==> config.mk <==
export PLATFORM = sky130hd
export DESIGN_NAME = dmem_arbiter
export DESIGN_NICKNAME = d
export VERILOG_FILES = /design/src/rtl/dmem_arbiter.sv
export SDC_FILE = /design/constraint.sdc
export NUM_CORES = 1
export LEC_CHECK = 0
export ABC_AREA = 0
export BUFFER_PORTS_ARGS = -buffer_cell sky130_fd_sc_hd__clkbuf_2
export CORE_AREA = 8 8 112 114
export DETAILED_ROUTE_END_ITERATION = 16
export DIE_AREA = 0 0 120 122
export GPL_TIMING_DRIVEN = 0
export HOLD_SLACK_MARGIN = 0.15
export PLACE_DENSITY = 0.75
export REMOVE_ABC_BUFFERS = 1
export SLEW_MARGIN = 20
export SYNTH_ARGS = -nofsm -noshare
export SYNTH_HDL_FRONTEND = slang
export SYNTH_SLANG_ARGS = --single-unit
==> constraint.sdc <==
create_clock -name Clk -period 1.58 [get_ports Clk]
set_input_delay 0.316 -clock Clk [delete_from_list [all_inputs] [get_ports Clk]]
set_output_delay 0.316 -clock Clk [all_outputs]
set_load 0.02 [all_outputs]
==> src/rtl/dmem_arbiter.sv <==
// dmem_arbiter: round-robin two-port front end for the 32-word data memory.
// Ports: p0 (core LSU) / p1 (debug/DMA) request + response, mem_* to the memory, busy.
module dmem_arbiter #(
    parameter int DEPTH = 32,
    parameter int AW    = 5
) (
    input  logic        Clk,
    input  logic        Rst,
    input  logic        p0_valid,
    output logic        p0_ready,
    input  logic        p0_we,
    input  logic [31:0] p0_addr,
    input  logic [31:0] p0_wdata,
    output logic        p0_rsp_valid,
    output logic [31:0] p0_rsp_rdata,
    output logic        p0_rsp_err,
    input  logic        p1_valid,
    output logic        p1_ready,
    input  logic        p1_we,
    input  logic [31:0] p1_addr,
    input  logic [31:0] p1_wdata,
    output logic        p1_rsp_valid,
    output logic [31:0] p1_rsp_rdata,
    output logic        p1_rsp_err,
    output logic [31:0] mem_addr,
    output logic [31:0] mem_wdata,
    output logic        mem_wen,
    input  logic [31:0] mem_rdata,
    output logic        busy
);

    typedef enum logic [1:0] {IDLE, ACCESS, RESP} state_t;

    state_t        state_q, state_d;
    logic          last_grant_q;
    logic          owner_q;
    logic          we_q;
    logic          err_q;
    logic [AW-1:0] idx_q;
    logic [31:0]   wdata_q;
    logic [31:0]   rsp_rdata_q;
    logic          rsp_err_q;

    logic          win0, win1, open;
    logic          acc0, acc1, accept;
    logic [31:0]   sel_addr, sel_wdata;
    logic          sel_we, sel_err;

    // On a tie the port that did not win last time gets the grant.
    assign win0 = p0_valid & (~p1_valid | last_grant_q);
    assign win1 = p1_valid & (~p0_valid | ~last_grant_q);
    assign open = ((state_q == IDLE) | (state_q == RESP)) & ~Rst;

    assign p0_ready = open & win0;
    assign p1_ready = open & win1;
    assign acc0     = p0_valid & p0_ready;
    assign acc1     = p1_valid & p1_ready;
    assign accept   = acc0 | acc1;

    assign sel_addr  = acc1 ? p1_addr  : p0_addr;
    assign sel_wdata = acc1 ? p1_wdata : p0_wdata;
    assign sel_we    = acc1 ? p1_we    : p0_we;
    // Word index beyond DEPTH covers every nonzero upper address bit.
    assign sel_err   = (sel_addr[1:0] != 2'b00) |
                       (sel_addr[31:2] >= 30'(DEPTH));

    // Captured index/data drive the memory and hold outside ACCESS.
    assign mem_addr  = {{(32-AW){1'b0}}, idx_q};
    assign mem_wdata = wdata_q;

    always_ff @(posedge Clk) begin
        if (Rst) begin
            state_q <= IDLE;
        end else begin
            state_q <= state_d;
        end
    end

    always_comb begin
        state_d = state_q;
        unique case (state_q)
            IDLE:    if (accept) state_d = ACCESS;
            ACCESS:  state_d = RESP;
            RESP:    state_d = accept ? ACCESS : IDLE;
            default: state_d = IDLE;
        endcase
    end

    always_comb begin
        busy         = 1'b0;
        mem_wen      = 1'b0;
        p0_rsp_valid = 1'b0;
        p0_rsp_rdata = '0;
        p0_rsp_err   = 1'b0;
        p1_rsp_valid = 1'b0;
        p1_rsp_rdata = '0;
        p1_rsp_err   = 1'b0;
        unique case (state_q)
            ACCESS: begin
                busy    = 1'b1;
                // Reset in ACCESS must not let the write commit.
                mem_wen = we_q & ~err_q & ~Rst;
            end
            RESP: begin
                if (!Rst) begin
                    if (owner_q) begin
                        p1_rsp_valid = 1'b1;
                        p1_rsp_rdata = rsp_rdata_q;
                        p1_rsp_err   = rsp_err_q;
                    end else begin
                        p0_rsp_valid = 1'b1;
                        p0_rsp_rdata = rsp_rdata_q;
                        p0_rsp_err   = rsp_err_q;
                    end
                end
            end
            default: ;
        endcase
    end

    always_ff @(posedge Clk) begin
        if (Rst) begin
            last_grant_q <= 1'b1;
            owner_q      <= 1'b0;
            we_q         <= 1'b0;
            err_q        <= 1'b0;
            idx_q        <= '0;
            wdata_q      <= '0;
            rsp_rdata_q  <= '0;
            rsp_err_q    <= 1'b0;
        end else begin
            if (accept) begin
                last_grant_q <= acc1;
                owner_q      <= acc1;
                we_q         <= sel_we;
                err_q        <= sel_err;
                idx_q        <= sel_addr[AW+1:2];
                wdata_q      <= sel_wdata;
            end
            if (state_q == ACCESS) begin
                rsp_rdata_q <= (~we_q & ~err_q) ? mem_rdata : '0;
                rsp_err_q   <= err_q;
            end
        end
    end

endmodule

* Word-level counts from Yosys, hierarchy flattened
Index checks and enable logic that the tools add are counted.
** Cells by class
- Add/sub/neg operators :: 0
- Multipliers :: 0
- Div/mod/pow operators :: 0
- $lt $le $gt $ge :: 1
- Equality and inequality tests :: 3
- Shift operators :: 0
- Mux-type cells :: 27
- Bitwise operators :: 21
- Reductions and logical operators :: 2
** Operator list (count)
- 2-to-1 mux 32 bit :: 9
- greater-or-equal comparator 30 x 6 -> 1 bit (second input constant) :: 1
- 2-to-1 mux 1 bit :: 16
- AND 1 bit :: 10
- inverter 1 bit :: 6
- case mux 2 bit (3 select lines) :: 1
- OR 1 bit :: 5
- equality test 2 x 1 -> 1 bit (second input constant) :: 1
- equality test 2 bit (second input constant) :: 1
- zero test 2 bit :: 1
- 2-to-1 mux 2 bit :: 1
- != test 2 bit (second input constant) :: 1
- nonzero test 2 bit :: 1
** Word-level totals
- Flip-flop bits (word level) :: 76
- Latch bits :: 0
- Bits in writable memories :: 0
- Memory bits (read-only) :: 0
- Output and inout port bits :: 136
- Memories kept :: 0

* Longest topological paths before layout
- Depth after elaboration :: 8
- Mapped depth :: 6
- Gate-level depth less buffers :: 4

* Worst setup path after synthesis
OpenSTA, ideal clock, no wires.
- Path type :: flip-flop to output port
- Start point :: reg state_q[0]
- End point :: out mem_wen
- Arrival :: 1.539 ns
- Slack :: -0.275 ns
- Stages on the path, launching flop included :: 5
- Cells stage by stage :: dfxtp_1 -> nand2b_1 -> buf_6 -> buf_2 -> nor4b_1
** Between the ends
- Longest elaborated chain between the ends :: 2
** RTL lines
- start: declaration :: line 34 : state_t state_q, state_d;
- start signal: assignment :: line 75 : state_q <= state_d;
- equality test 2 x 1 -> 1 bit :: line 98 : unique case (state_q)
- 2-to-1 mux 1 bit :: line 98
- end: declaration :: line 27 : output logic mem_wen,
Every way passes these cells.

* Final worst setup path
- Start point :: reg state_q[0]
- End point :: out p0_rsp_rdata[10]
** Between the ends
- Longest elaborated chain between the ends :: 2
** RTL lines
- equality test 2 bit :: line 98
- 2-to-1 mux 32 bit :: line 98
- end: declaration :: line 15 : output logic [31:0] p0_rsp_rdata,
Every way passes these cells.

==> reports/metrics.yaml <==
timing:
  setup_viol: 84
  max_freq_mhz: 515
  fin_crit_ps: 1940
  hold_slack_ps: 207
  timing.final.crit_share: 1.23
  slew_viol_final: 0
  skew_ps: 11.0
  fin_ws_ps: -362
  hold_viol: 0
  rsz0062_at_grt: "true"
min_path:
  hold_class: "in2reg"
critical_path:
  cp_slowest_cell: "dfxtp_4"
  arrival_ps: 1630
  critPathMaxFanout: 7
  path_delay_family: "simple AND/OR/NAND/NOR gates"
  cp_common_cell: "nor2_4"
  critPathCaptureType: "output pin"
  path_class: "reg2out"
  cp_num_buf_inv: 3
  crit_chain: "nor2_4 -> nand2_2 -> nor2_4 -> buf_12 -> clkbuf_16 -> and2_4 -> buf_8"
  slowest_delay_ps: 360
  required_ps: 1260
  startpoint_type: "flop"
power:
  p_sw_mw: 1.53
  pwr-share-comb: 0.269
  seqPwrFrac: 0.454
  fin_total_pwr_mw: 4.77
  ir_drop_v: 0.000393
  p_sw_frac: 0.321
  p_clk_frac: 0.277
  p_int_mw: 3.24
  p_leak_nw: 3.40
  p_per_area_mw_per_mm2: 687
drt:
  num_vias: 4503
  avgRoutedWirePerCell_um: 21.7
  firstDrtPassIters: 4
  detail_route.iter0.violations: 397
  drc: 0
  via_per_inst: 5.15
  ant_nets: 0
  wirelength_mm: 19.0
cells_and_area:
  area_growth_pct: 74.7
  antenna_cells: 0
  nets: 896
  final_cells: 875
  regArea_mm2: 0.00153
  fillers: 837
  multi_input_area_mm2: 0.00252
  layout-drive-gt1-share: 0.612
global_route:
  grt_start_max_net_pins: 42
  met2_usage: 0.380
  met1_usage: 0.218
  grt-ovfl-total: 0
  grt_pass1_vias: 4494
  grt_pass1_wl_mm: 24.5
  grt_usage: 0.210
  grt_busiest_layer: "met2"
  antenna_found_initial: 0
  grt_use_met3: 0.0764
floorplanning:
  start_util: 0.371
  die_w_um: 120
  fp.dieH_um: 122
  core_mm2: 0.0107
  rows: 38
  dieArea_mm2: 0.0146
  boundaryPins: 302
clocking:
  clkTransAtPathRegs_ps: 80
  htreeDepth: 3
  numCtsBuffers: 9
  root_buffer: "clkbuf_8"
  clk_path_buf_depth: 2
  clock-sinks: 76
  worstSkewPairLatency_ps: 340
  cts_tree: "done"
  cts_hold_buf: 0
synth:
  ys_warn_count: 0
  synth_seq_cells: 76
  syn_area_mm2: 0.00397
  synth_top_cell_by_area: "dfxtp_1"
  synth_edf_count: 0
  synth_top_area_share: 0.383
  yosysSeqAreaShare: 0.383
  synth.area.top_cells: "dfxtp_1 38%, and2_1 10%, mux2i_1 9.6%"
  synthFlopType: "dfxtp_1"
  synth.distinct_cells: 32
  syn_area_per_cell_um2: 9.26
  syn_inst: 429
  ys_async_sr_fraction: 0
place:
  dp_hpwl_mm: 10.5
  gp_congestion: 0.786
  placedCellCount: 813
  io_buffers: 274
outcome:
  violations: "negative setup slack"
  status: "complete, but fails checks"
run:
  cap_violations: 0
-- layer usage --
layer,wire length [µm],part of all wire,vias to the layer above
met3,1710,0.090,41
met4,546,0.029,0
li1,-,-,2061
met1,6940,0.37,2109
met2,9760,0.51,292
met5,0,0,-
-- power by group through the flow --
stage          logic, mW  clock network, mW  registers (mW)
2_1_floorplan      0.445                  0            2.27
3_3_place_gp       0.939                  0            2.18
3_5_place_dp       0.993                  0            2.18
4_1_cts             1.09               1.35            2.15
5_1_grt             1.37               1.43            2.18
6_report            1.28               1.32            2.16
-- logic make-up after synthesis --
| group | share of synthesized area |
|---|---|
| other | 0.000944 |
| AND/OR/NAND/NOR | 0.235 |
| buffers and inverters | 0.110 |
| flip-flops | 0.383 |
| AO/OA/AOI/OAI | 0.175 |
| multiplexers | 0.0958 |
-- worst min-delay path: cells and delay by family --
| kind | cells | cell delay, ps |
|---|---|---|
| and+or+nand+nor | 1 | 70 |
| buffers and inverters | 1 | 80 |
| AOI/OAI and AO/OA | 1 | 50 |
-- registers in the layout, summed over array words and instances (netlist names) --
name and flops:
idx_q 5, rsp_err_q 1, err_q 1, owner_q 1, we_q 1, state_q 2, last_grant_q 1, rsp_rdata_q 32
mem_wdata 32
-- synth_stat cells, drive strengths merged (6+ instances only) --
cell / number
a211oi: 37
a22oi: 32
and2: 66
buf: 54
clkbuf: 7
dfxtp: 76
mux2i: 38
nand2: 6
nor2: 75
nor4: 14
-- stage by stage --
step                      setup slack [ps]  setup TNS, ps   util  cell area, µm²
after detailed placement              -986         -80120  0.494            5290
after CTS                             -320         -19700  0.589            6300
final                                 -362         -22930  0.649            6940
after global routing                  -423         -28890  0.649            6940
after floorplan                      -1340         -70130      -            3640
after global placement               -2120        -252680  0.485            5190
-- layout make-up --
class | instances | area share
Clock inverter | 2 | 0.00144
Multi-Input combinational cell | 326 | 0.363
Timing Repair Buffer | 314 | 0.366
Clock buffer | 14 | 0.0220
Inverter | 3 | 0.00198
Tap cell | 140 | 0.0252
Sequential cell | 76 | 0.221
-- worst paths after layout --
kind                                    from               end  slack [ps]  depth (start not counted)
worst max register to register    state_q[0]     mem_wdata[12]        -190                          8
worst max-delay path              state_q[0]  p0_rsp_rdata[10]        -360                          7
worst min-delay path            mem_rdata[4]    rsp_rdata_q[4]         210                          3
worst min register to register  mem_wdata[8]      mem_wdata[8]         500                          2
-- layout by cell type, fill, tap and decap left out, types with 5 or more instances in the layout --
master / instances
buf_6: 8
a211oi_1: 33
nor2_1: 73
and2_4: 59
buf_8: 58
buf_4: 23
mux2i_1: 37
clkbuf_2: 201
conb_1: 27
clkbuf_8: 20
a22oi_2: 32
and3_4: 5
dfxtp_1: 73
and2_1: 7
buf_12: 7
nor4_1: 14
nand3_4: 6
-- repair_timing --
| action | CTS | global route |
|---|---|---|
| setup buffers | 10 | 21 |
| pin swaps | 12 | 39 |
| endpoints found under the setup margin | 136 | 119 |
| resized for setup | 174 | 132 |
| gates cloned | 7 | 9 |
(Power assumes the default switching activity.)
